===== config.mk =====
export PLATFORM = sky130hd
export DESIGN_NAME = cam_dvp_capture
export DESIGN_NICKNAME = d
export VERILOG_FILES = /design/src/rtl/cam_dvp_capture.sv
export SDC_FILE = /design/constraint.sdc
export NUM_CORES = 1
export LEC_CHECK = 0
export CORE_MARGIN = 8
export CORE_UTILIZATION = 50
export CTS_BUF_LIST = sky130_fd_sc_hd__clkbuf_8
export DETAILED_ROUTE_END_ITERATION = 8
export PLACE_DENSITY = 0.85
export SETUP_SLACK_MARGIN = 0.05
export SKIP_LAST_GASP = 1
export SLEW_MARGIN = 40
export SYNTH_ARGS = -nofsm -noshare
export SYNTH_HDL_FRONTEND = slang
export SYNTH_SLANG_ARGS = --single-unit

===== constraint.sdc =====
create_clock -name PCLK_I -period 2.4 [get_ports PCLK_I]
set_input_delay 0.48 -clock PCLK_I [delete_from_list [all_inputs] [get_ports PCLK_I]]
set_output_delay 0.48 -clock PCLK_I [all_outputs]
set_load 0.005 [all_outputs]

===== src/rtl/cam_dvp_capture.sv =====
// OV7725 DVP capture front end: frame-aligns to VSYNC, packs byte pairs into
// RGB565 pixels with sof/eol markers, and tracks line/frame geometry errors.
module cam_dvp_capture #(
    parameter int H_ACTIVE = 320,
    parameter int V_ACTIVE = 240,
    parameter int CNT_W    = 10
) (
    input  logic             PCLK_I,
    input  logic             RESETN_I,
    input  logic             enable_i,
    input  logic             V_SYNC_I,
    input  logic             H_REF_I,
    input  logic [7:0]       DATA_I,
    input  logic             buf_full_i,
    output logic [15:0]      pix_data_o,
    output logic             pix_valid_o,
    output logic             sof_o,
    output logic             eol_o,
    output logic [CNT_W-1:0] line_cnt_o,
    output logic [7:0]       frame_cnt_o,
    output logic             line_err_o,
    output logic             frame_err_o,
    output logic             ovf_err_o
);
    localparam int BC_W = CNT_W + 2;
    localparam logic [BC_W-1:0]  LINE_BYTES = BC_W'(2 * H_ACTIVE);
    localparam logic [CNT_W-1:0] H_LAST     = CNT_W'(H_ACTIVE - 1);
    localparam logic [CNT_W-1:0] V_LINES    = CNT_W'(V_ACTIVE);

    typedef enum logic [1:0] {IDLE, WAIT_VS, WAIT_FS, ACTIVE} state_e;
    state_e state_q, state_d;

    logic [7:0] d_q;
    logic       href_q, href_p_q, vs_q, vs_p_q, en_q;
    logic       vs_rise, vs_fall, href_fall, en_rise;

    always_ff @(posedge PCLK_I or negedge RESETN_I) begin
        if (!RESETN_I) begin
            d_q      <= '0;
            href_q   <= 1'b0;
            href_p_q <= 1'b0;
            vs_q     <= 1'b0;
            vs_p_q   <= 1'b0;
            en_q     <= 1'b0;
        end else begin
            d_q      <= DATA_I;
            href_q   <= H_REF_I;
            href_p_q <= href_q;
            vs_q     <= V_SYNC_I;
            vs_p_q   <= vs_q;
            en_q     <= enable_i;
        end
    end

    assign vs_rise   = vs_q & ~vs_p_q;
    assign vs_fall   = ~vs_q & vs_p_q;
    assign href_fall = ~href_q & href_p_q;
    assign en_rise   = enable_i & ~en_q;

    always_ff @(posedge PCLK_I or negedge RESETN_I) begin
        if (!RESETN_I) state_q <= IDLE;
        else           state_q <= state_d;
    end

    // A frame is only entered through a complete VSYNC pulse seen while enabled.
    always_comb begin
        state_d = state_q;
        if (!enable_i) begin
            state_d = IDLE;
        end else begin
            case (state_q)
                IDLE:    state_d = WAIT_VS;
                WAIT_VS: if (vs_rise) state_d = WAIT_FS;
                WAIT_FS: if (vs_fall) state_d = ACTIVE;
                ACTIVE:  if (vs_rise) state_d = WAIT_FS;
                default: state_d = IDLE;
            endcase
        end
    end

    logic capturing, frame_start, frame_end;
    always_comb begin
        capturing   = (state_q == ACTIVE);
        frame_start = (state_q == WAIT_FS) && (state_d == ACTIVE);
        frame_end   = (state_q == ACTIVE) && (state_d == WAIT_FS);
    end

    logic             byte_vld, line_end;
    logic             phase_q;
    logic [7:0]       hi_q;
    logic [BC_W-1:0]  byte_cnt_q;
    logic [CNT_W-1:0] pix_idx_q;
    logic             pend_q, pend_eol_q;
    logic [15:0]      pend_data_q;

    assign byte_vld = capturing & href_q;
    assign line_end = capturing & href_fall;

    always_ff @(posedge PCLK_I or negedge RESETN_I) begin
        if (!RESETN_I) begin
            phase_q     <= 1'b0;
            hi_q        <= '0;
            byte_cnt_q  <= '0;
            pix_idx_q   <= '0;
            pend_q      <= 1'b0;
            pend_eol_q  <= 1'b0;
            pend_data_q <= '0;
        end else begin
            pend_q <= 1'b0;
            if (!capturing || href_fall) begin
                phase_q    <= 1'b0;
                byte_cnt_q <= '0;
                pix_idx_q  <= '0;
            end else if (byte_vld) begin
                phase_q <= ~phase_q;
                if (byte_cnt_q != '1) byte_cnt_q <= byte_cnt_q + 1'b1;
                if (!phase_q) begin
                    hi_q <= d_q;
                end else begin
                    // Index saturates so overlong lines can never wrap back into range.
                    if (pix_idx_q != '1) pix_idx_q <= pix_idx_q + 1'b1;
                    pend_q      <= (pix_idx_q <= H_LAST);
                    pend_eol_q  <= (pix_idx_q == H_LAST);
                    pend_data_q <= {hi_q, d_q};
                end
            end
        end
    end

    logic        emit, drop, first_pix_q;
    logic [15:0] pix_data_q;
    logic        pix_valid_q, sof_q, eol_q;

    assign emit = pend_q & (state_d == ACTIVE) & ~buf_full_i;
    assign drop = pend_q & (state_d == ACTIVE) & buf_full_i;

    // first_pix only clears on a real emission, so a dropped sof pixel hands sof on.
    always_ff @(posedge PCLK_I or negedge RESETN_I) begin
        if (!RESETN_I) begin
            first_pix_q <= 1'b0;
            pix_data_q  <= '0;
            pix_valid_q <= 1'b0;
            sof_q       <= 1'b0;
            eol_q       <= 1'b0;
        end else begin
            pix_valid_q <= emit;
            sof_q       <= emit & first_pix_q;
            eol_q       <= emit & pend_eol_q;
            if (emit) pix_data_q <= pend_data_q;
            if (frame_start)   first_pix_q <= 1'b1;
            else if (emit)     first_pix_q <= 1'b0;
        end
    end

    logic [CNT_W-1:0] line_cnt_q;
    logic [7:0]       frame_cnt_q;
    logic             line_err_q, frame_err_q, ovf_err_q;

    always_ff @(posedge PCLK_I or negedge RESETN_I) begin
        if (!RESETN_I) begin
            line_cnt_q  <= '0;
            frame_cnt_q <= '0;
            line_err_q  <= 1'b0;
            frame_err_q <= 1'b0;
            ovf_err_q   <= 1'b0;
        end else begin
            if (frame_start)                        line_cnt_q <= '0;
            else if (line_end && line_cnt_q != '1)  line_cnt_q <= line_cnt_q + 1'b1;
            if (frame_end && line_cnt_q == V_LINES) frame_cnt_q <= frame_cnt_q + 1'b1;
            if (en_rise) begin
                line_err_q  <= 1'b0;
                frame_err_q <= 1'b0;
                ovf_err_q   <= 1'b0;
            end else begin
                if (line_end && byte_cnt_q != LINE_BYTES) line_err_q  <= 1'b1;
                if (frame_end && line_cnt_q != V_LINES)   frame_err_q <= 1'b1;
                if (drop)                                 ovf_err_q   <= 1'b1;
            end
        end
    end

    assign pix_data_o  = pix_data_q;
    assign pix_valid_o = pix_valid_q;
    assign sof_o       = sof_q;
    assign eol_o       = eol_q;
    assign line_cnt_o  = line_cnt_q;
    assign frame_cnt_o = frame_cnt_q;
    assign line_err_o  = line_err_q;
    assign frame_err_o = frame_err_q;
    assign ovf_err_o   = ovf_err_q;

endmodule

# After elaboration in Yosys (flattened, before gate mapping)
# Index checks and enable logic that the tools add are counted.
[word_totals] register_bits=105 inputBits=14 out_inout_bits=40 wordCells=108
[op_classes] add_sub_neg=4 n_lt_le_gt_ge=1 eq_ne=12 mux=26 bitwise=18 n_reduce_logical=23
[ops] op="10-bit two-way mux" n=6
[ops] op="12-bit two-way mux" n=3
[ops] op="10-bit by 1-bit adder with 10-bit output, second input constant" n=2
[ops] op="10-bit inequality test, second input constant" n=2
[ops] op="2-bit nonzero test" n=9
[ops] op="1-bit two-way mux" n=13
[ops] op="12-bit by 1-bit adder with 12-bit output, second input constant" n=1
[ops] op="12-bit by 10-bit inequality test with 1-bit output, second input constant" n=1
[ops] op="12-bit inequality test, second input constant" n=1
[ops] op="1-bit AND" n=11
[ops] op="10-bit by 8-bit == test with 1-bit output, second input constant" n=1
[ops] op="10-bit by 9-bit == test with 1-bit output, second input constant" n=1
[ops] op="10-bit by 9-bit less-or-equal comparator with 1-bit output, second input constant" n=1
[ops] op="10-bit by 8-bit inequality test with 1-bit output, second input constant" n=1
[ops] op="3-bit AND reduction" n=3
[ops] op="8-bit by 1-bit adder with 8-bit output, second input constant" n=1
[ops] op="2-bit == test, second input constant" n=4
[ops] op="1-bit inverter" n=7
[ops] op="1-bit logical AND" n=6
[ops] op="2-bit two-way mux" n=3
[ops] op="2-bit case mux with 3 select lines" n=1
[ops] op="2-bit by 1-bit == test with 1-bit output, second input constant" n=1
[ops] op="2-bit logical NOT" n=1
[ops] op="2-bit AND reduction" n=1
[ops] op="3 further kinds" n=3

# Depth between registers and ports, before layout
# Gate-level depths: netlist (run 1).
[logic_depth] word_depth=10 mapped_depth=6

# Worst setup path before layout (run 1)
# No wires, ideal clock.
[synth_timing] path_kind="register to register" from="reg href_q" to="reg line_cnt_q[9] (netlist: line_cnt_o[9])" setup_ns=0.077 arrival_time_ns=1.516 required_time_ns=2.323 slack_ns=0.806 path_stages_with_launch=6 synth_period_minus_slack_ns=1.594 cell_sequence="dfrtp_1 buf_6 nand4b_4 or3_4 or3_1 a21oi_1"
[synth_between] elab_chain_len=5
[synth_lines] item="from (decl)" line="34" source="logic href_q, href_p_q, vs_q, vs_p_q, en_q;"
[synth_lines] item="from (signal assigned)" line="40" source="href_q <= 1'b0;"
[synth_lines] item="from (signal assigned)" line="47" source="href_q <= H_REF_I;"
[synth_lines] item="1-bit inverter" line="57" source="assign href_fall = ~href_q & href_p_q;"
[synth_lines] item="1-bit AND" line="57"
[synth_lines] item="1-bit AND" line="97" source="assign line_end = capturing & href_fall;"
[synth_lines] item="1-bit logical AND" line="168" source="else if (line_end && line_cnt_q != '1) line_cnt_q <= line_cnt_q + 1'b1;"
[synth_lines] item="2-bit nonzero test (no source line)"
[synth_lines] item="to (signal assigned)" line="168"
[synth_lines] item="to (decl)" line="155" source="logic [CNT_W-1:0] line_cnt_q;"
# Every way passes these cells.
# A chain may end at the register's enable or synchronous reset.

# Worst setup path after layout (run 1)
[layout_timing] from="reg line_cnt_q[8] (netlist: line_cnt_o[8])" to="out line_cnt_o[8]"
[layout_lines] item="to (decl)" line="19" source="output logic [CNT_W-1:0] line_cnt_o,"
# No word-level cell between the ends.

==> impl_metrics.py, run 1 <==
metrics = {
    "sta": {
        "rsz0062_at_grt": "no",
        "slew_headroom": 0.5597,
        "finalHoldViolations": 0,
        "setup_tns_ns": 0,
        "setup_slack_ns": 0.4792,
        "tightest_slew_ns": 0.6564,
        "finClkSkew_ns": 0.01143,
        "finalSetupViolCount": 0,
        "fin_crit_sh": 0.8003,
        "slew_violations": 0,
        "period_minus_slack_ns": 1.921,
        "fmax_mhz": 520.6,
    },
    "synth": {
        "yosysWarnings": 0,
        "ys_top_cells_by_count": "dfrtp_1 (105), mux2_2 (41), nand2_1 (21), nor2_1 (21), nand3_1 (18)",
        "netlist_instances": 379,
        "postSynthAreaPerCell_um2": 12.05,
        "async_reset_ff_frac": 1.000,
        "synthFlopType": "dfrtp_1",
        "synth_fp_nets": 399,
        "synth_edf_count": 0,
        "synth.cell_area_mm2": 0.004568,
        "synth_seq_area_share": 0.5752,
        "synth_cell_type_count": 54,
        "synth_top_area_frac": 0.5752,
        "yosysMostFrequentCell": "dfrtp_1",
        "ys_ff_latch": 105,
        "synth_area_leaders": "dfrtp_1 (58%), mux2_2 (10%), nand3_1 (2.0%)",
        "yosysTopAreaCell": "dfrtp_1",
    },
    "placement": {
        "pre_cts_slack_ns": 0.2137,
        "place_congestion": 0.8559,
        "dp_hpwl_um": 6416,
        "io_buffers": 53,
    },
    "route": {
        "drt_iter0_drc": 188,
        "drt_first_pass_iters": 4,
        "wl_um": 9103,
        "ant_nets": 0,
        "vias": 3153,
        "drc": 0,
        "wl_per_cell_um": 16.37,
        "via_per_inst": 5.671,
    },
    "worst_setup_path": {
        "reg2reg_slack_ns": 0.49,
        "critPathRequiredTime_ns": 1.92,
        "timing.critical_path.cells": "clkdlybuf4s50_1",
        "max_stage_delay_ns": 0.57,
        "end_kind": "primary output",
        "critPathKind": "reg2out",
        "cp_max_fo": 8,
        "crit_arrival_ns": 1.44,
        "crit_buf_inv": 1,
        "r2r-end": "line_cnt_o[9]$_DFFE_PN0P_",
        "reg2reg_from": "href_q$_DFF_PN0_",
        "ff2ff_path_depth": 4,
        "worstSetupStartpointType": "register",
        "cp_top_family": "buffers and inverters",
        "critPathSlowestCell": "clkdlybuf4s50_1",
    },
    "grt": {
        "grt_use_total": 0.1525,
        "grt_max_degree": 41,
        "grt.overflow.total": 0,
        "grt_antenna_before_repair": 0,
        "grt_pass1_vias": 3258,
        "grt_pass1_wl_um": 15700,
    },
    "clocking": {
        "ctsResizeCount": 0,
        "cts-buffers-inserted": 9,
        "cts.reportedPaths.clkPinSlew_ns": 0.10,
        "root_buffer": "clkbuf_8",
        "clkSinkCount": 105,
        "cts_buffer_depth": 2,
        "h-tree-depth": 3,
        "cts_tree": "yes",
        "cts_setup_buffers": 0,
        "clock_latency_ns": 0.36,
        "hold_buffers": 0,
    },
    "finish": {
        "antenna_cells": 0,
        "final_util": 0.5981,
        "nets": 460,
        "drive_above_1_share": 0.1730,
        "area_growth_pct": 18.68,
    },
    "pwr": {
        "power.total_mw": 3.466,
        "ir_drop_mv": 0.5336,
        "power.density_mw_per_mm2": 639.4,
        "power_leakage_nw": 2.446,
    },
    "floorplan": {
        "die_area_mm2": 0.01245,
        "fp-row-count": 35,
        "coreArea_mm2": 0.009065,
        "pin_count": 54,
        "start_util": 0.5039,
        "die_w_um": 111.6,
        "die_y_um": 111.6,
    },
    "run_status": {
        "status": "finished clean",
    },
    "flow_run": {
        "max-cap-violations": 0,
    },
    "hold_path": {
        "hp-class": "in2async",
    },
}
per-layer routing:
layer	up-vias	GRT usage	part of all wire	wire length (um)
met3	7	0.05303	0.050	451
met2	63	0.2469	0.49	4461
met4	0	0.03373	0.0078	71
met1	1589	0.1927	0.45	4120
li1	1494	-	-	-
met5	-	0	0	0
flip-flops by register name (all words and copies together), names as in the netlist, 2 cells and up:
register,count
pix_idx_q,10
frame_cnt_o,8
hi_q,8
byte_cnt_q,12
d_q,8
pend_data_q,16
pix_data_o,16
state_q,2
line_cnt_o,10
worst max path at each step:
stage	cells past startpoint	endpoint	start	slack [ns]
after floorplan	5	line_cnt_o[9]$_DFFE_PN0P_	href_q$_DFF_PN0_	0.81
after global placement	5	frame_cnt_o[6]$_DFFE_PN0P_	enable_i	0.28
after detailed placement	5	frame_cnt_o[7]$_DFFE_PN0P_	enable_i	0.21
after CTS	1	line_cnt_o[8]	line_cnt_o[8]$_DFFE_PN0P_	0.47
after global routing	4	byte_cnt_q[6]$_DFFE_PN0P_	href_q$_DFF_PN0_	0.33
final	1	line_cnt_o[8]	line_cnt_o[8]$_DFFE_PN0P_	0.48
kinds of logic after synthesis:
logic type / count (synthesis) / share of synthesized area
AOI/OAI and AO/OA: 59 / 0.09094
xor gates and xnor gates: 9 / 0.01726
adders and majority gates: 6 / 0.01643
buffers and inverters: 25 / 0.02629
DFF: 105 / 0.5752
muxes: 44 / 0.1076
and+or+nand+nor: 131 / 0.1663
through the flow:
step / cells / hold slack [ns] / area, um^2
floorplan: 379 / 0.1844 / 4568
finish: 556 / 0.04132 / 5421
CTS: 556 / 0.04961 / 5421
global placement: 540 / 0.3980 / 5228
detailed placement: 540 / 0.3944 / 5228
global route: 556 / 0.05454 / 5421
placed cells by master (no fill, tap or decap), drive strengths merged, types with 3 or more instances in the layout:
master / n
nor2: 21
and2: 4
dfrtp: 105
o21ai: 17
and3: 4
clkdlybuf4s50: 52
nor2b: 5
nor4: 5
o211ai: 5
a21oi: 14
o31ai: 4
nand4: 10
buf: 9
nand3: 18
or3: 12
nand2: 22
nor3: 12
mux2i: 3
a31oi: 6
inv: 18
o211a: 3
clkbuf: 10
xor2: 7
mux2: 41
ha: 6
worst reg2reg max path, delay by kind of cell (launching register included):
family / cells / cell delay [ns]
AOI/OAI and AO/OA: 1 / 0.14
and+or+nand+nor: 3 / 1.07
DFF: 1 / 0.63
report_power, final:
group          leakage [nW]  internal [mW]  switching, mW  total [mW]
combinational         0.956          0.214          0.174       0.388
sequential             1.39           1.88          0.136        2.01
clock                0.0973          0.430          0.635        1.06
final cells by class:
cell class	instances	area, um^2
Tap cell	111	138.9
Clock inverter	6	56.30
Multi-Input combinational cell	249	1821
Fill cell	716	3643
Inverter	14	52.55
Sequential cell	105	2628
Clock buffer	10	137.6
Timing Repair Buffer	61	588.1
Note: power is estimated with default switching activity, not from simulation.
==> run 2: changes to the inputs <==
--- a/config.mk
+++ b/config.mk
@@ -9,7 +9,7 @@
 export CORE_UTILIZATION = 50
 export CTS_BUF_LIST = sky130_fd_sc_hd__clkbuf_8
 export DETAILED_ROUTE_END_ITERATION = 8
-export PLACE_DENSITY = 0.85
+export PLACE_DENSITY = 0.87
 export SETUP_SLACK_MARGIN = 0.05
 export SKIP_LAST_GASP = 1
 export SLEW_MARGIN = 40
==> constraint.sdc (replaced) <==
create_clock -name PCLK_I -period 1.76 [get_ports PCLK_I]
set_input_delay 0.352 -clock PCLK_I [delete_from_list [all_inputs] [get_ports PCLK_I]]
set_output_delay 0.352 -clock PCLK_I [all_outputs]
set_load 0.005 [all_outputs]
==> impl_metrics.py, run 2 (synthesis results as in run 1) <==
metrics = {
    "run_status": {
        "status": "finished clean",
    },
    "route": {
        "drc": 0,
        "wl_per_cell_um": 16.91,
        "vias": 3399,
        "ant_nets": 0,
        "drt_first_pass_iters": 4,
        "drt_iter0_drc": 193,
        "wl_um": 10010,
        "via_per_inst": 5.742,
    },
    "pwr": {
        "power.density_mw_per_mm2": 892.5,
        "power.total_mw": 5.246,
        "ir_drop_mv": 0.5669,
        "power_leakage_nw": 2.668,
    },
    "finish": {
        "nets": 497,
        "antenna_cells": 0,
        "mostFrequentLayoutCell": "dfrtp_1",
        "seq_area_mm2": 0.002638,
        "multi_input_area_mm2": 0.001896,
        "final_cell_mix": "dfrtp_1 (97), clkdlybuf4s50_1 (49), mux2_2 (41), buf_4 (40), nor2_1 (21)",
        "final_util": 0.6484,
        "drive_above_1_share": 0.2723,
        "n_fill_cell": 633,
        "area_growth_pct": 28.68,
    },
    "sta": {
        "setup_tns_ns": 0,
        "finalSetupViolCount": 0,
        "fin_crit_sh": 0.9462,
        "setup_slack_ns": 0.09466,
        "holdWs_ns": 0.4084,
        "slew_headroom": 0.6841,
        "finalHoldViolations": 0,
        "finClkSkew_ns": 0.009824,
        "period_minus_slack_ns": 1.665,
        "rsz0062_at_grt": "yes",
        "fmax_mhz": 600.5,
        "slew_violations": 0,
        "tightest_slew_ns": 0.4695,
    },
    "floorplan": {
        "start_util": 0.5039,
        "die_area_mm2": 0.01245,
        "coreArea_mm2": 0.009065,
        "die_y_um": 111.6,
        "fp-row-count": 35,
        "die_w_um": 111.6,
        "pin_count": 54,
    },
    "clocking": {
        "clkSinkCount": 105,
        "h-tree-depth": 3,
        "cts-buffers-inserted": 9,
        "root_buffer": "clkbuf_8",
        "cts_tree": "yes",
        "cts.reportedPaths.clkPinSlew_ns": 0.10,
        "clock_latency_ns": 0.37,
        "cts_buffer_depth": 2,
    },
    "grt": {
        "grt_pass1_wl_um": 16750,
        "grt_max_degree": 33,
        "grt.overflow.total": 0,
        "grt_pass1_vias": 3555,
        "grt_antenna_before_repair": 0,
        "grt_use_total": 0.1624,
    },
    "hold_path": {
        "hp-class": "in2reg",
    },
    "placement": {
        "dp_hpwl_um": 6951,
        "pre_cts_slack_ns": -0.2898,
        "place_congestion": 0.8858,
        "io_buffers": 53,
    },
    "worst_setup_path": {
        "worstSetupStartpointType": "input pin",
        "critPathRequiredTime_ns": 2.01,
        "end_kind": "register",
        "critPathKind": "in2reg",
        "crit_arrival_ns": 1.91,
        "cp_max_fo": 8,
    },
    "flow_run": {
        "max-cap-violations": 0,
    },
}
run 2: cell count changes in the layout (fill, tap and decap cells not counted), sizes merged:
| cell | before | now |
|---|---|---|
| buf | 9 | 44 |
| bufinv | 0 | 3 |
| clkbuf | 10 | 9 |
| clkdlybuf4s50 | 52 | 49 |
| clkinv | 1 | 0 |
| dlygate4sd2 | 0 | 1 |
| dlygate4sd3 | 0 | 1 |
| dlymetal6s2s | 0 | 2 |
| inv | 18 | 16 |
| o311ai | 1 | 2 |
run 2: repair_timing:
| item | in CTS | in global routing |
|---|---|---|
| cloned | 0 | 1 |
| hold buffers | 1 | 0 |
| hold endpoints to repair | 29 | 0 |
| pin swaps | 0 | 5 |
| gates resized for setup | 7 | 18 |
| setup endpoints to repair | 20 | 52 |
| setup buffers | 6 | 13 |
run 2: path summary, 6_finish.rpt:
check                                      from                         end  slack (ns)  depth (start not counted)
max                                    enable_i   pix_data_o[5]$_DFFE_PN0P_        0.09                          5
min                                   DATA_I[5]            d_q[5]$_DFF_PN0_        0.41                          1
max reg2reg                state_q[1]$_DFF_PN0_   line_cnt_o[9]$_DFFE_PN0P_        0.11                          4
min reg2reg                      vs_q$_DFF_PN0_            vs_p_q$_DFF_PN0_        0.41                          0
max in group asynchronous              RESETN_I        state_q[1]$_DFF_PN0_        0.66                          3
min in group asynchronous              RESETN_I  pend_data_q[3]$_DFFE_PN0P_        0.46                          2
run 2: stage by stage:
stage          std cells  instance area (um^2)
4_1_cts              578                  5685
6_report             592                  5878
3_3_place_gp         556                  5385
2_1_floorplan        379                  4568
5_1_grt              592                  5878
3_5_place_dp         556                  5385
run 2: area by class of cell:
class | count | area share
clock buffer | 9 | 0.02107
sequential | 105 | 0.4487
clock inverter | 6 | 0.01958
multi-input combinational | 250 | 0.3225
tap | 111 | 0.02363
inverter | 14 | 0.008940
timing repair buffer | 97 | 0.1556
run 2: routing by layer:
layer  global-route usage  wire length, um  vias to the layer above
met5                    0                0                        -
met4              0.06016              174                        0
met3              0.05141              628                       20
met2               0.2663             4864                      111
met1               0.1965             4341                     1700
li1                     -                -                     1568
run 2: worst max-delay path, cell delays in order:
cell,delay (ns)
clkdlybuf4s50_1,0.61
and3_1,0.21
and3b_2,0.24
buf_4,0.16
mux2_2,0.34
run 2: where the power goes:
part | switching [mW] | internal, mW | leakage, nW
Combinational | 0.360 | 0.430 | 1.17
Sequential | 0.129 | 2.57 | 1.38
Clock | 0.813 | 0.947 | 0.116
Total | 1.30 | 3.94 | 2.67
==> run 3: changes to the inputs <==
--- a/config.mk
+++ b/config.mk
@@ -10,9 +10,10 @@
 export CTS_BUF_LIST = sky130_fd_sc_hd__clkbuf_8
 export DETAILED_ROUTE_END_ITERATION = 8
 export PLACE_DENSITY = 0.87
+export REMOVE_ABC_BUFFERS = 1
 export SETUP_SLACK_MARGIN = 0.05
 export SKIP_LAST_GASP = 1
-export SLEW_MARGIN = 40
+export SLEW_MARGIN = 15
 export SYNTH_ARGS = -nofsm -noshare
 export SYNTH_HDL_FRONTEND = slang
 export SYNTH_SLANG_ARGS = --single-unit
==> impl_metrics.py, run 3 (synthesis results as in run 1) <==
metrics = {
    "pwr": {
        "power.density_mw_per_mm2": 848.9,
        "p_seq_frac": 0.540,
        "pwr-share-clk": 0.307,
        "ir_drop_mv": 0.5104,
        "p_sw_mw": 1.413,
        "power_leakage_nw": 2.668,
        "sw_frac_of_total": 0.2840,
        "intPower_mw": 3.562,
        "pwr-share-comb": 0.153,
    },
    "route": {
        "drc": 0,
        "ant_nets": 0,
        "vias": 3335,
        "via_per_inst": 5.586,
        "drt_iter0_drc": 230,
        "drt_first_pass_iters": 5,
        "wl_per_cell_um": 16.34,
        "wl_um": 9755,
    },
    "worst_setup_path": {
        "timing.critical_path.cells": "clkdlybuf4s50_1",
        "crit_buf_inv": 1,
        "cp_top_family": "buffers and inverters",
        "crit_arrival_ns": 1.33,
        "cp_num_cells": 1,
        "reg2reg_from": "line_cnt_o[0]$_DFFE_PN0P_",
        "r2r-end": "line_cnt_o[9]$_DFFE_PN0P_",
        "critPathSlowestCell": "clkdlybuf4s50_1",
        "cp_max_fo": 6,
        "end_kind": "primary output",
        "critPathRequiredTime_ns": 1.41,
        "worstSetupStartpointType": "register",
        "reg2reg_slack_ns": 0.10,
        "ff2ff_path_depth": 5,
        "critPathKind": "reg2out",
        "max_stage_delay_ns": 0.53,
    },
    "placement": {
        "pre_cts_slack_ns": -0.2351,
        "io_buffers": 53,
        "place_congestion": 0.8887,
        "dpl.cell_count": 556,
        "dp_hpwl_um": 6690,
    },
    "sta": {
        "finalHoldViolations": 0,
        "holdWs_ns": 0.3930,
        "fin_crit_sh": 0.9539,
        "tightest_slew_ns": 0.5238,
        "finalSetupViolCount": 0,
        "finClkSkew_ns": 0.01578,
        "rsz0062_at_grt": "yes",
        "period_minus_slack_ns": 1.679,
        "slew_violations": 0,
        "slew_headroom": 0.6508,
        "fmax_mhz": 595.7,
        "setup_slack_ns": 0.08119,
    },
    "floorplan": {
        "pin_count": 54,
        "start_util": 0.5039,
        "coreArea_mm2": 0.009065,
        "die_w_um": 111.6,
        "die_y_um": 111.6,
        "die_area_mm2": 0.01245,
        "fp-row-count": 35,
    },
    "clocking": {
        "clkSinkCount": 105,
        "cts_tree": "yes",
        "clock_latency_ns": 0.38,
        "h-tree-depth": 3,
        "cts-buffers-inserted": 9,
        "cts.reportedPaths.clkPinSlew_ns": 0.12,
        "cts_buffer_depth": 2,
        "root_buffer": "clkbuf_8",
    },
    "finish": {
        "nets": 501,
        "final_cell_mix": "dfrtp_1 (94), clkdlybuf4s50_1 (50), buf_4 (44), mux2_2 (41)",
        "area_growth_pct": 28.29,
        "antenna_cells": 0,
        "mostFrequentLayoutCell": "dfrtp_1",
        "fin_cells": 597,
        "drive_above_1_share": 0.2819,
    },
    "hold_path": {
        "hp-class": "in2reg",
        "worstHoldPathCells": 1,
        "worstHoldStart": "DATA_I[2]",
        "holdPathEnd": "d_q[2]$_DFF_PN0_",
    },
    "flow_run": {
        "max-cap-violations": 0,
    },
    "grt": {
        "grt_use_total": 0.1606,
        "grt_pass1_vias": 3485,
        "grt.overflow.total": 0,
        "grt_antenna_before_repair": 0,
        "grt_pass1_wl_um": 16310,
        "grt_max_degree": 38,
    },
    "run_status": {
        "status": "finished clean",
    },
}
==> run 3: cell types whose count changed in the layout (fill, tap and decap cells not counted), sizes merged <==
| cell | previous run | this run |
|---|---|---|
| o311ai | 2 | 1 |
| bufinv | 3 | 0 |
| dlymetal6s2s | 2 | 1 |
| clkinv | 0 | 5 |
| buf | 44 | 49 |
| clkinvlp | 1 | 0 |
| clkdlybuf4s50 | 49 | 50 |
==> run 3: how the worst max path moves through the flow <==
stage / from / end / slack (ns)
floorplan: state_q[0]$_DFF_PN0_ / pix_data_o[0]$_DFFE_PN0P_ / -0.08
global placement: enable_i / pix_data_o[14]$_DFFE_PN0P_ / -0.18
detailed placement: enable_i / pix_data_o[4]$_DFFE_PN0P_ / -0.24
CTS: line_cnt_o[8]$_DFFE_PN0P_ / line_cnt_o[8] / 0.03
global route: line_cnt_o[0]$_DFFE_PN0P_ / line_cnt_o[2]$_DFFE_PN0P_ / -0.008
finish: line_cnt_o[2]$_DFFE_PN0P_ / line_cnt_o[2] / 0.08
==> run 3: timing repair <==
item	in CTS	in global routing
resized for setup	7	17
buffers inserted	12	11
setup endpoints to repair	13	44
hold endpoints to repair	32	0
hold buffers	1	0
cloned	0	1
pin swaps	0	3
==> run 3: layout make-up <==
type,instances,area [um^2]
fill,658,3204
sequential,105,2641
multi-input combinational,249,1863
timing repair buffer,102,947.2
tap,111,138.9
clock buffer,9,123.9
clock inverter,7,93.84
inverter,14,52.55
==> run 3: metal layers <==
| metal | routed length, um | track usage |
|---|---|---|
| met1 | 4091 | 0.1817 |
| met2 | 4946 | 0.2723 |
| met5 | 0 | 0 |
| met4 | 215 | 0.07566 |
| met3 | 502 | 0.04870 |
==> run 3: power by group through the flow <==
stage / clock, mW / combinational (mW) / sequential [mW]
after floorplan: 0 / 0.248 / 2.75
after global placement: 0 / 0.550 / 2.76
after detailed placement: 0 / 0.574 / 2.78
after CTS: 1.56 / 0.676 / 2.70
after global routing: 1.66 / 0.839 / 2.71
final: 1.53 / 0.760 / 2.69
==> run 3: stage by stage <==
| step | cell area [um^2] | TNS, ns | power, mW | util |
|---|---|---|---|---|
| 5_1_grt | 5861 | -0.007996 | 5.209 | 0.6465 |
| 2_1_floorplan | 4501 | -1.326 | 2.996 | - |
| 4_1_cts | 5710 | 0 | 4.935 | 0.6300 |
| 3_3_place_gp | 5385 | -3.552 | 3.310 | 0.5941 |
| 3_5_place_dp | 5385 | -4.843 | 3.354 | 0.5941 |
| 6_report | 5861 | 0 | 4.975 | 0.6465 |
==> RTL change 1: new RTL, flow settings as in run 3 <==
Take the reset off `d_q` and load it in a clocked block of its own.
--- a/src/rtl/cam_dvp_capture.sv
+++ b/src/rtl/cam_dvp_capture.sv
@@ -37,5 +37,4 @@
     always_ff @(posedge PCLK_I or negedge RESETN_I) begin
         if (!RESETN_I) begin
-            d_q      <= '0;
             href_q   <= 1'b0;
             href_p_q <= 1'b0;
@@ -44,5 +43,4 @@
             en_q     <= 1'b0;
         end else begin
-            d_q      <= DATA_I;
             href_q   <= H_REF_I;
             href_p_q <= href_q;
@@ -51,4 +49,8 @@
             en_q     <= enable_i;
         end
+    end
+
+    always_ff @(posedge PCLK_I) begin
+        d_q <= DATA_I;
     end
 
Function: same outputs for any inputs over 10 cycles, from zero or initial values and one cycle with RESETN_I low; that may be too few to reach the edited logic, so the function may still have changed.
==> RTL change 1 against run 3 <==
- wire length decreased by 0.77%
- utilization increased by 0.73 points
- synthesized area decreased by 0.55%
- non-clock buffer count decreased by 10
- cell count decreased by 2.7%
- power decreased by 0.22%
- worst setup slack improved by 14 ps
- sequential cell count unchanged
- via count decreased by 1.7%
- cell area decreased by 2.2%
- largest cell class unchanged
==> RTL change 1: results (changes against run 3) <==
status=complete, no violations; post-synth cell types=55 (+1.9%); Leakage=2.555 nW (-4.3%); Max Root-Sink Buffers=2 (unchanged); final net count=488 (-2.6%); share of layout cells above drive strength 1=0.2664 (-0.01551); Worst Max-Slew Pin Slew=492.6 ps (-31.29 ps); Clock Skew=14.16 ps (-1.619 ps); via count=3279 (-1.7%); Post-synth top cells=dfrtp_1, mux2_2, nor2_1; worst-skew pair later-pin latency=380 ps (about the same); dpl hpwl=6714 µm (+0.36%); Slowest cell on crit path=dfrtp_2; dominant cells by area after synthesis=dfrtp_1, mux2_2, dfxtp_1; gpl congestion=0.9036 (+1.7%); Global Route Usage Sum=0.1527 (-0.007845); Total Routed Length=9680 µm (-0.77%); port bufs=53 (unchanged); Clock transition at path regs=110 ps; CTS Buf Count=9 (unchanged); Filler cells=611 (-7.1%); Worst VDD drop=0.7877 mV (+54%); clock root buffer=clkbuf_8; sequential-to-total area share from yosys stat=0.5695 (-0.005645); Register Area=0.002599 mm² (-1.6%); # H-tree levels=3 (unchanged); CP Data Arrival Time=1940 ps (+610 ps); drt first-iter violations=146 (-37%); first-pass GRT wire length=15890 µm (-2.6%); # diodes=0 (unchanged); Detailed Routing Iterations Pass 1=4 (-1); fraction of registers with async set/reset=0.9238 (-0.07619); Slowest Stage Delay on Critical Path=440 ps (-90 ps); warning count from the yosys run=0 (unchanged); antenna violations before repair=0 (unchanged); placed instance area=0.005291 mm² (-1.7%); CP max FO=8 (+2); via count of the first global-routing pass=3355 (-3.7%); Worst path top cell family by delay=simple AND/OR/NAND/NOR gates; largest net degree at the start of global routing=37 (-2.6%); Hold Crit Class=primary input to flop
-- RTL change 1: routing by layer --
| layer | GRT usage | part of all wire | vias up |
|---|---|---|---|
| li1 | - | - | 1566 |
| met1 | 0.1721 | 0.42 | 1616 |
| met2 | 0.2663 | 0.52 | 81 |
| met3 | 0.04654 | 0.049 | 16 |
| met4 | 0.05511 | 0.016 | 0 |
| met5 | 0 | 0 | - |
-- RTL change 1: worst paths after layout --
| check | startpoint | endpoint | slack [ps] | cells after the start |
|---|---|---|---|---|
| setup reg to reg | line_cnt_o[2]$_DFFE_PN0P_ | frame_cnt_o[1]$_DFFE_PN0P_ | 90 | 5 |
| setup / recovery | line_cnt_o[2]$_DFFE_PN0P_ | frame_cnt_o[1]$_DFFE_PN0P_ | 90 | 5 |
| hold reg to reg | vs_q$_DFF_PN0_ | vs_p_q$_DFF_PN0_ | 440 | 0 |
| min in group asynchronous | RESETN_I | pend_data_q[11]$_DFFE_PN0P_ | 480 | 2 |
| max in group asynchronous | RESETN_I | line_cnt_o[2]$_DFFE_PN0P_ | 720 | 3 |
| hold / removal | DATA_I[3] | d_q[3]$_DFF_P_ | 410 | 1 |
-- RTL change 1: cells by family after synthesis --
family / after synthesis / share of synthesized area
DFF: 105 / 0.5695
adders and majority gates: 6 / 0.01652
and+or+nand+nor: 122 / 0.1553
AOI/OAI and AO/OA: 60 / 0.09033
muxes: 42 / 0.1038
buffers and inverters: 25 / 0.03167
xor gates and xnor gates: 17 / 0.03277
-- RTL change 1: layout make-up --
type / instances / area share
Sequential cell: 105 / 0.4536
Multi-Input combinational cell: 247 / 0.3263
Timing Repair Buffer: 92 / 0.1520
Tap cell: 108 / 0.02359
Clock buffer: 9 / 0.02162
Clock inverter: 7 / 0.01441
Inverter: 13 / 0.008517
-- RTL change 1: metrics by stage --
step | instances | setup slack [ps] | TNS [ps] | total power, mW
after global routing | 581 | 4.259 | 0 | 5.173
final | 581 | 94.77 | 0 | 4.964
after floorplan | 365 | -66.48 | -1064 | 2.981
after CTS | 569 | 19.91 | 0 | 4.882
after detailed placement | 545 | -168.0 | -3629 | 3.354
after global placement | 545 | -130.7 | -2640 | 3.316
-- RTL change 1: power breakdown --
part	switching, mW	internal (mW)	total [mW]
Clock	0.932	0.570	1.50
Combinational	0.361	0.430	0.791
Sequential	0.105	2.57	2.67
Total	1.40	3.57	4.96
-- RTL change 1: what timing repair did --
action / 4_1_cts / 5_1_grt
setup buffers: 7 / 12
gates resized for setup: 8 / 18
hold buffers: 1 / 0
setup endpoints to repair: 16 / 48
cloned: 0 / 0
pin swaps: 0 / 5
hold endpoints to repair: 33 / 0
==> RTL change 2: new RTL, config.mk and constraints of run 3 <==
Made on the original files. Set the parameter `CNT_W` to 20 (it was 10).
--- a/src/rtl/cam_dvp_capture.sv
+++ b/src/rtl/cam_dvp_capture.sv
@@ -4,5 +4,5 @@
     parameter int H_ACTIVE = 320,
     parameter int V_ACTIVE = 240,
-    parameter int CNT_W    = 10
+    parameter int CNT_W    = 20
 ) (
     input  logic             PCLK_I,
Interface: changed (resized line_cnt_o); port bits go from 54 to 64. No check against the original RTL was run, so the function may have changed too.
==> RTL change 2 against run 3 <==
- the run now ends with negative setup slack left
- critical path type is now flop to flop
- utilization up 13 points
- power up 61%
- clock power up 59%
- synthesized area up 38%
- wire length rose to 2.6 times the old value
- sequential cell count up 30
- via count up 99%
- non-clock buffer count up 133
- cell area up 65%
- sequential power up 31%
- worst setup slack worse by 580 ps
- fmax down 26%
==> RTL change 2: results (changes against run 3) <==
Worst R2R Start=byte_cnt_q[4]$_DFFE_PN0P_; port bufs=63 (+19%); CP max FO=5 (-1); fraction of registers with async set/reset=1.000 (unchanged); CP Data Arrival Time=2610 ps (+1280 ps); max FFs per register=22; Clock transition at path regs=90 ps (-30 ps); CTS Buf Count=17 (+8); first-pass GRT wire length=30950 µm (+90%); post-synth cell types=58 (+7.4%); final net count=843 (+68%); worst-skew pair later-pin latency=480 ps (+100 ps); Filler cells=621 (-5.6%); Post-synth top cells=dfrtp_1, nor2_1, nand2_1; share of layout cells above drive strength 1=0.4294 (+0.1475); clock root buffer=clkbuf_8; Global Route Usage Sum=0.2389 (+0.07832); drt first-iter violations=845 (+270%); Clock Skew=16.05 ps (+0.2653 ps); final worst-path setup slack=-497.1 ps (-578.3 ps); status=finished with violations; Total Routed Length=25220 µm (+160%); Worst slew margin=0.4070 (-0.2438); dominant cells by area after synthesis=dfrtp_1, mux2_2, nor2_1; via count of the first global-routing pass=6270 (+80%); r2r worst-path depth=6 (+1); dpl hpwl=11290 µm (+69%); largest net degree at the start of global routing=40 (+5.3%); Slowest cell on crit path=nor4b_1; Leakage=4.649 nW (+74%); Worst path top cell family by delay=simple AND/OR/NAND/NOR gates; # H-tree levels=4 (+1); # setup viols final=68 (+68); CP endpoint=line_err_o$_DFFE_PN0P_; Worst VDD drop=0.7339 mV (+44%); Slowest Stage Delay on Critical Path=770 ps (+240 ps); sequential-to-total area share from yosys stat=0.5356 (-0.03958); gpl congestion=0.9191 (+3.4%); Power Dens Cells=826.7 mW/mm² (-2.6%); Detailed Routing Iterations Pass 1=8 (+3); Setup CP Type=flop to flop; via count=6634 (+99%); failing checks=negative setup slack; placed instance area=0.007963 mm² (+48%)
-- RTL change 2: cell types whose count changed in the layout (fill, tap and decap cells not counted), moves of 14 or more --
| cell | run 3 | this run |
|---|---|---|
| buf_4 | 44 | 142 |
| buf_6 | 0 | 22 |
| clkdlybuf4s50_1 | 50 | 21 |
| dfrtp_1 | 94 | 129 |
| dlygate4sd2_1 | 1 | 26 |
| mux2_2 | 41 | 24 |
| mux2_4 | 0 | 16 |
| nand2_1 | 21 | 41 |
| nand4_1 | 7 | 27 |
| nor2_1 | 21 | 57 |
| o21ai_0 | 16 | 2 |
| xnor2_1 | 2 | 18 |
-- RTL change 2: layout make-up --
type / count / area share
Sequential cell: 135 / 0.3492
Clock inverter: 11 / 0.008000
Multi-Input combinational cell: 423 / 0.3701
Timing Repair Buffer: 235 / 0.2163
Clock buffer: 21 / 0.02981
Tap cell: 172 / 0.02219
Inverter: 11 / 0.004516
-- RTL change 2: cells by family after synthesis --
kind of cell / share of synthesized area
buffers and inverters: 0.02182
adders and majority gates: 0.01190
AOI/OAI and AO/OA: 0.06725
DFF: 0.5356
muxes: 0.08272
and+or+nand+nor: 0.2293
xor gates and xnor gates: 0.05138
-- RTL change 2: worst min-delay path by stage --
stage | to | startpoint | slack, ps
after floorplan | byte_cnt_q[0]$_DFFE_PN0P_ | RESETN_I | 60
after global placement | line_cnt_o[15]$_DFFE_PN0P_ | RESETN_I | 310
after detailed placement | line_cnt_o[17]$_DFFE_PN0P_ | RESETN_I | 310
after CTS | d_q[5]$_DFF_PN0_ | DATA_I[5] | 310
after global routing | d_q[5]$_DFF_PN0_ | DATA_I[5] | 300
final | d_q[7]$_DFF_PN0_ | DATA_I[7] | 310
-- RTL change 2: power by group --
| group | internal, mW | total (mW) | switching (mW) |
|---|---|---|---|
| Combinational | 0.937 | 2.06 | 1.12 |
| Sequential | 3.34 | 3.53 | 0.193 |
| Clock | 1.12 | 2.43 | 1.31 |
-- RTL change 2: routing by layer --
metal | part of all wire | up-vias | track usage
met3 | 0.094 | 233 | 0.07113
met4 | 0.082 | 0 | 0.1531
met2 | 0.49 | 573 | 0.4092
li1 | - | 2615 | -
met1 | 0.34 | 3213 | 0.2528
met5 | 0 | - | 0
-- RTL change 2: repair_timing --
action	4_1_cts	5_1_grt
setup endpoints to repair	108	114
hold buffers	1	0
buffers inserted	27	27
pin swaps	36	60
gates resized for setup	98	144
endpoints found under the hold margin	24	0
cloned	1	2
-- RTL change 2: per-stage QoR --
stage	setup slack [ps]	setup TNS [ps]	hold WS, ps	std cells
6_report	-497.1	-10130	306.2	1008
5_1_grt	-613.4	-14740	302.7	1008
4_1_cts	-78.40	-313.3	309.9	981
3_5_place_dp	-315.1	-7897	311.7	920
3_3_place_gp	-235.0	-5350	313.0	920
2_1_floorplan	-667.8	-20280	56.41	569
